**src/rtl/ps2_rx.sv**
```systemverilog
// PS/2 keyboard receiver: make-code decode with break/extended prefix tracking.
// Pulses register one cycle after the stop-bit falling edge; there is no backpressure, so the consumer must take each pulse as it comes.
module ps2_rx #(
  parameter int TIMEOUT_CYCLES = 5000
) (
  input  logic       clk,
  input  logic       rst,
  input  logic       ps2_clk_i,
  input  logic       ps2_dat_i,
  output logic [7:0] ps2_data_o,
  output logic       ps2_valid_o,
  output logic       ps2_done_o,
  output logic       ps2_reset_o,
  output logic       err_o
);

  typedef enum logic [1:0] {IDLE, DATA, PARITY, STOP} state_t;
  localparam int CW = $clog2(TIMEOUT_CYCLES + 1);

  logic          clk_s1, clk_s2, clk_prev, dat_s1, dat_s2;
  logic          fall;
  state_t        state_q, state_d;
  logic [2:0]    bit_cnt_q, bit_cnt_d;
  logic [7:0]    shreg_q, shreg_d;
  logic          par_ok_q, par_ok_d;
  logic [CW-1:0] to_cnt_q, to_cnt_d;
  logic          brk_q, brk_d, ext_q, ext_d;
  logic [7:0]    data_q, data_d;
  logic          valid_d, done_d, reset_d, err_d;

  // Synchronizers idle at 1 so reset never looks like a falling edge.
  always_ff @(posedge clk or negedge rst) begin
    if (!rst) begin
      clk_s1   <= 1'b1;
      clk_s2   <= 1'b1;
      clk_prev <= 1'b1;
      dat_s1   <= 1'b1;
      dat_s2   <= 1'b1;
    end else begin
      clk_s1   <= ps2_clk_i;
      clk_s2   <= clk_s1;
      clk_prev <= clk_s2;
      dat_s1   <= ps2_dat_i;
      dat_s2   <= dat_s1;
    end
  end

  assign fall = clk_prev & ~clk_s2;

  always_comb begin
    state_d   = state_q;
    bit_cnt_d = bit_cnt_q;
    shreg_d   = shreg_q;
    par_ok_d  = par_ok_q;
    to_cnt_d  = to_cnt_q;
    brk_d     = brk_q;
    ext_d     = ext_q;
    data_d    = data_q;
    valid_d   = 1'b0;
    done_d    = 1'b0;
    reset_d   = 1'b0;
    err_d     = 1'b0;
    if (fall) begin
      to_cnt_d = '0;
      case (state_q)
        IDLE: begin
          if (!dat_s2) begin
            state_d   = DATA;
            bit_cnt_d = 3'd0;
          end
        end
        DATA: begin
          shreg_d   = {dat_s2, shreg_q[7:1]};
          bit_cnt_d = bit_cnt_q + 3'd1;
          if (bit_cnt_q == 3'd7) state_d = PARITY;
        end
        PARITY: begin
          par_ok_d = ^{shreg_q, dat_s2};
          state_d  = STOP;
        end
        default: begin
          state_d = IDLE;
          if (par_ok_q && dat_s2) begin
            // Prefix bytes only arm flags; a byte after F0 is a release.
            if (shreg_q == 8'hF0) begin
              brk_d = 1'b1;
            end else if (shreg_q == 8'hE0) begin
              ext_d = 1'b1;
            end else if (brk_q) begin
              brk_d = 1'b0;
              ext_d = 1'b0;
            end else begin
              data_d  = shreg_q;
              valid_d = 1'b1;
              ext_d   = 1'b0;
              done_d  = !ext_q && (shreg_q == 8'h5A);
              reset_d = !ext_q && (shreg_q == 8'h76);
            end
          end else begin
            err_d = 1'b1;
          end
        end
      endcase
    end else if (state_q != IDLE) begin
      if (to_cnt_q == CW'(TIMEOUT_CYCLES - 1)) begin
        state_d   = IDLE;
        bit_cnt_d = 3'd0;
        to_cnt_d  = '0;
        err_d     = 1'b1;
      end else begin
        to_cnt_d = to_cnt_q + CW'(1);
      end
    end
  end

  always_ff @(posedge clk or negedge rst) begin
    if (!rst) begin
      state_q     <= IDLE;
      bit_cnt_q   <= 3'd0;
      shreg_q     <= 8'd0;
      par_ok_q    <= 1'b0;
      to_cnt_q    <= '0;
      brk_q       <= 1'b0;
      ext_q       <= 1'b0;
      data_q      <= 8'd0;
      ps2_valid_o <= 1'b0;
      ps2_done_o  <= 1'b0;
      ps2_reset_o <= 1'b0;
      err_o       <= 1'b0;
    end else begin
      state_q     <= state_d;
      bit_cnt_q   <= bit_cnt_d;
      shreg_q     <= shreg_d;
      par_ok_q    <= par_ok_d;
      to_cnt_q    <= to_cnt_d;
      brk_q       <= brk_d;
      ext_q       <= ext_d;
      data_q      <= data_d;
      ps2_valid_o <= valid_d;
      ps2_done_o  <= done_d;
      ps2_reset_o <= reset_d;
      err_o       <= err_d;
    end
  end

  assign ps2_data_o = data_q;

endmodule

```
**config.mk**
```make
export PLATFORM = sky130hd
export DESIGN_NAME = ps2_rx
export DESIGN_NICKNAME = d
export VERILOG_FILES = /design/src/rtl/ps2_rx.sv
export SDC_FILE = /design/constraint.sdc
export NUM_CORES = 1
export LEC_CHECK = 0
export CAP_MARGIN = 5
export CORE_MARGIN = 3
export CORE_UTILIZATION = 30
export DETAILED_ROUTE_END_ITERATION = 8
export PLACE_DENSITY_LB_ADDON = 0.1
export REMOVE_ABC_BUFFERS = 1
export SYNTH_ARGS = -nofsm -noshare
export SYNTH_HDL_FRONTEND = slang
export SYNTH_SLANG_ARGS = --single-unit
```
**constraint.sdc**
```tcl
create_clock -name clk -period 1.9 [get_ports clk]
set_input_delay 0.38 -clock clk [delete_from_list [all_inputs] [get_ports clk]]
set_output_delay 0.38 -clock clk [all_outputs]
set_load 0.005 [all_outputs]
```
==> impl_metrics.toml, run 1 <==
[floorplan]
initial_utilization = 0.312
rows = 30
die_y_um = 90.3
core_mm2 = 0.00683
die_w_um = 90.3
num_io_pins = 16
die_area_mm2 = 0.00816

[setup_path]
crit_path_end_kind = "register"
r2r_start = "to_cnt_q[3]"
r2r_slack_ps = -70
critPathKind = "reg -> reg"
r2r_cells = 5
cp-start-kind = "register"
r2r-end = "bit_cnt_q[0]"
cp_data_arrival_time_ps = 2150
required_ps = 2080
crit_fanout = 3

[min_path]
hp-class = "in -> async"

[power_and_ir_drop]
totalPowerFinal_w = 0.00300
p_leak_nw = 1.32
p_int_w = 0.00202
clockPowerShare = 0.201
irDropWorstVdd_v = 0.000445
power_density_mw_per_mm2 = 1060
p_sw_frac = 0.329
p_sw_w = 0.000989
p_comb_frac = 0.347
p_seq_frac = 0.452

[clock_tree]
cts.path.max_buffers = 2
clkTransAtPathRegs_ps = 90
cts_max_level = 2
cts_tree = "yes"
root_buffer = "clkbuf_8"
clkLatencyLatePin_ps = 300
clock-sinks = 46
numCtsBuffers = 5
cts_hold_buf = 0

[layout]
final_cell_mix = "dfrtp_1, buf_4, nor2_1"
post-route-util = 0.417
final_common_cell = "dfrtp_1"
design_area_mm2 = 0.00285
area_growth_pct = 33.4
drive_above_1_share = 0.349
fillCellCount = 681
layout.nets = 245
diodes = 0
instances_no_fill = 331

[sta]
slew_violations = 0
fin_crit_ps = 1970
finalSetupViolations = 9
fin_skew_ps = 7.87
rsz0062_at_grt = "true"
min_period_over_period = 1.04
max_clock_freq_mhz = 508
setup_slack_ps = -68.2
final-hold-violation-count = 0
maxSlewHeadroom = 0.673
tightest_slew_ps = 491

[status]
violations = "setup timing"
outcome = "finished, violations left"

[routing]
dr_wl_met2_mm = 2.23
ant_nets = 0
drc = 0
wl_per_cell_um = 13.8
routed_wl_mm = 4.55
wl_met3_um = 112
avgViaCountPerCell = 4.51
drt-initial-drc-count = 71
wl_met1_mm = 2.19
drtPass1Iterations = 4
vias = 1493
route.top_layer_used = "met4"

[yosys]
synth_seq_cells = 46
ys_warn_count = 0
syn_inst = 182
post-synth-top-area-cell = "dfrtp_1"
yosys.area.top_type_share = 0.481
synth_area_mm2 = 0.00213
avgSynthCellArea_um2 = 11.7
synth_area_leaders = "dfrtp_1, mux2_2, dfstp_2"
seq_area_frac_synth = 0.543
ys_types = 39

[grt]
grt.total_usage = 0.116
grt_pass1_vias = 1540
antenna_found_initial = 0
grt_max_degree = 29
grt_pass1_wl_mm = 7.60
grt.overflow.total = 0

[placed_design]
place.gp.congestion = 0.799
placedCellCount = 312
hpwl_mm = 3.19
post-place-ws_ps = -119
numPortBuffers = 15
placed_cell_area_mm2 = 0.00258

[run]
drv_cap = 0
## flip-flops by register name, summed over array words and instances (netlist names)
register	cells
to_cnt_q	13
ps2_data_o	8
shreg_q	8
bit_cnt_q	3
state_q	2
brk_q	1
clk_prev	1
clk_s1	1
clk_s2	1
dat_s1	1
dat_s2	1
err_o	1
ext_q	1
par_ok_q	1
ps2_done_o	1
ps2_reset_o	1
ps2_valid_o	1
## how the worst max path moves through the flow
stage / slack, ps / endpoint / from
after floorplan: -530 / ps2_data_o[0] / clk_prev
after global placement: -90 / bit_cnt_q[0] / to_cnt_q[3]
after detailed placement: -120 / bit_cnt_q[0] / to_cnt_q[3]
after CTS: -80 / bit_cnt_q[0] / to_cnt_q[6]
after global routing: -110 / bit_cnt_q[0] / to_cnt_q[3]
final: -70 / bit_cnt_q[0] / to_cnt_q[3]
## cells by family after synthesis
logic type,synth area share
mux,0.101
simple gates,0.158
flops,0.543
fa+ha+maj,0.0411
compound gates,0.0663
xor+xnor,0.0739
buf+inv,0.0170
## layer usage
layer / vias to the layer above / GRT usage
li1: 738 / -
met2: 17 / 0.188
met3: 2 / 0.0267
met5: - / 0
met4: 0 / 0.0344
met1: 736 / 0.156
## power by group through the flow
| stage | Combinational [W] | Sequential, W | Clock [W] |
|---|---|---|---|
| 2_1_floorplan | 0.000662 | 0.00133 | 0 |
| 3_3_place_gp | 0.000945 | 0.00135 | 0 |
| 3_5_place_dp | 0.000985 | 0.00136 | 0 |
| 4_1_cts | 0.000996 | 0.00134 | 0.000636 |
| 5_1_grt | 0.00118 | 0.00139 | 0.000678 |
| 6_report | 0.00104 | 0.00136 | 0.000602 |
## final cells by class
class,count,area (um2),share of cell area
clock buffers,5,68.8,0.0242
inverters,4,15.0,0.00527
multi-input cells,127,1010,0.356
well taps,96,120,0.0422
repair buffers,50,448,0.157
flip-flops and latches,46,1160,0.407
clock inverters,3,21.3,0.00747
## worst max-delay path, cell delays in order, from the launching register on
cell and delay (ps):
dfrtp_1 390, or4_4 550, nor4_4 320, o21ai_2 100
or2_4 240, mux2_4 250
## through the flow
step	hold slack, ps	TNS (ps)
final	31.0	-199
after CTS	41.8	-535
after global routing	53.1	-1490
after detailed placement	347	-824
after global placement	348	-669
after floorplan	84.4	-6130
## what timing repair did
action	CTS	global route
gates cloned	0	0
gates resized for setup	2	23
pin swaps	6	3
setup buffers	10	2
endpoints found under the setup margin	18	25
## cell usage after synthesis, drive strengths merged
| master | count |
|---|---|
| dfrtp | 41 |
| nor2 | 20 |
| mux2 | 17 |
| nand2 | 11 |
| xnor2 | 11 |
| a21oi | 7 |
| ha | 7 |
| o21ai | 7 |
| xor2 | 7 |
| nand3 | 6 |
| dfstp | 5 |
| nor2b | 5 |
| inv | 4 |
| a22o | 3 |
| and3 | 3 |
| clkbuf | 3 |
| and4 | 2 |
| buf | 2 |
| mux2i | 2 |
| nand4 | 2 |
| a2111oi | 1 |
| a211oi | 1 |
| a22oi | 1 |
| a31oi | 1 |
| and3b | 1 |
| nand2b | 1 |
| nand3b | 1 |
| nor3 | 1 |
| nor3b | 1 |
| nor4 | 1 |
| nor4b | 1 |
| nor4bb | 1 |
| o211ai | 1 |
| or2 | 1 |
| or2b | 1 |
| or4 | 1 |
| or4bb | 1 |
(Power assumes the default switching activity.)
==> inputs of run 2 (changes only) <==
--- a/config.mk
+++ b/config.mk
@@ -5,7 +5,7 @@
 export SDC_FILE = /design/constraint.sdc
 export NUM_CORES = 1
 export LEC_CHECK = 0
-export CAP_MARGIN = 5
+export CAP_MARGIN = 40
 export CORE_MARGIN = 3
 export CORE_UTILIZATION = 30
 export DETAILED_ROUTE_END_ITERATION = 8
==> results of run 2 <==
Final layout, timing and power as in run 1 (identical DEF).
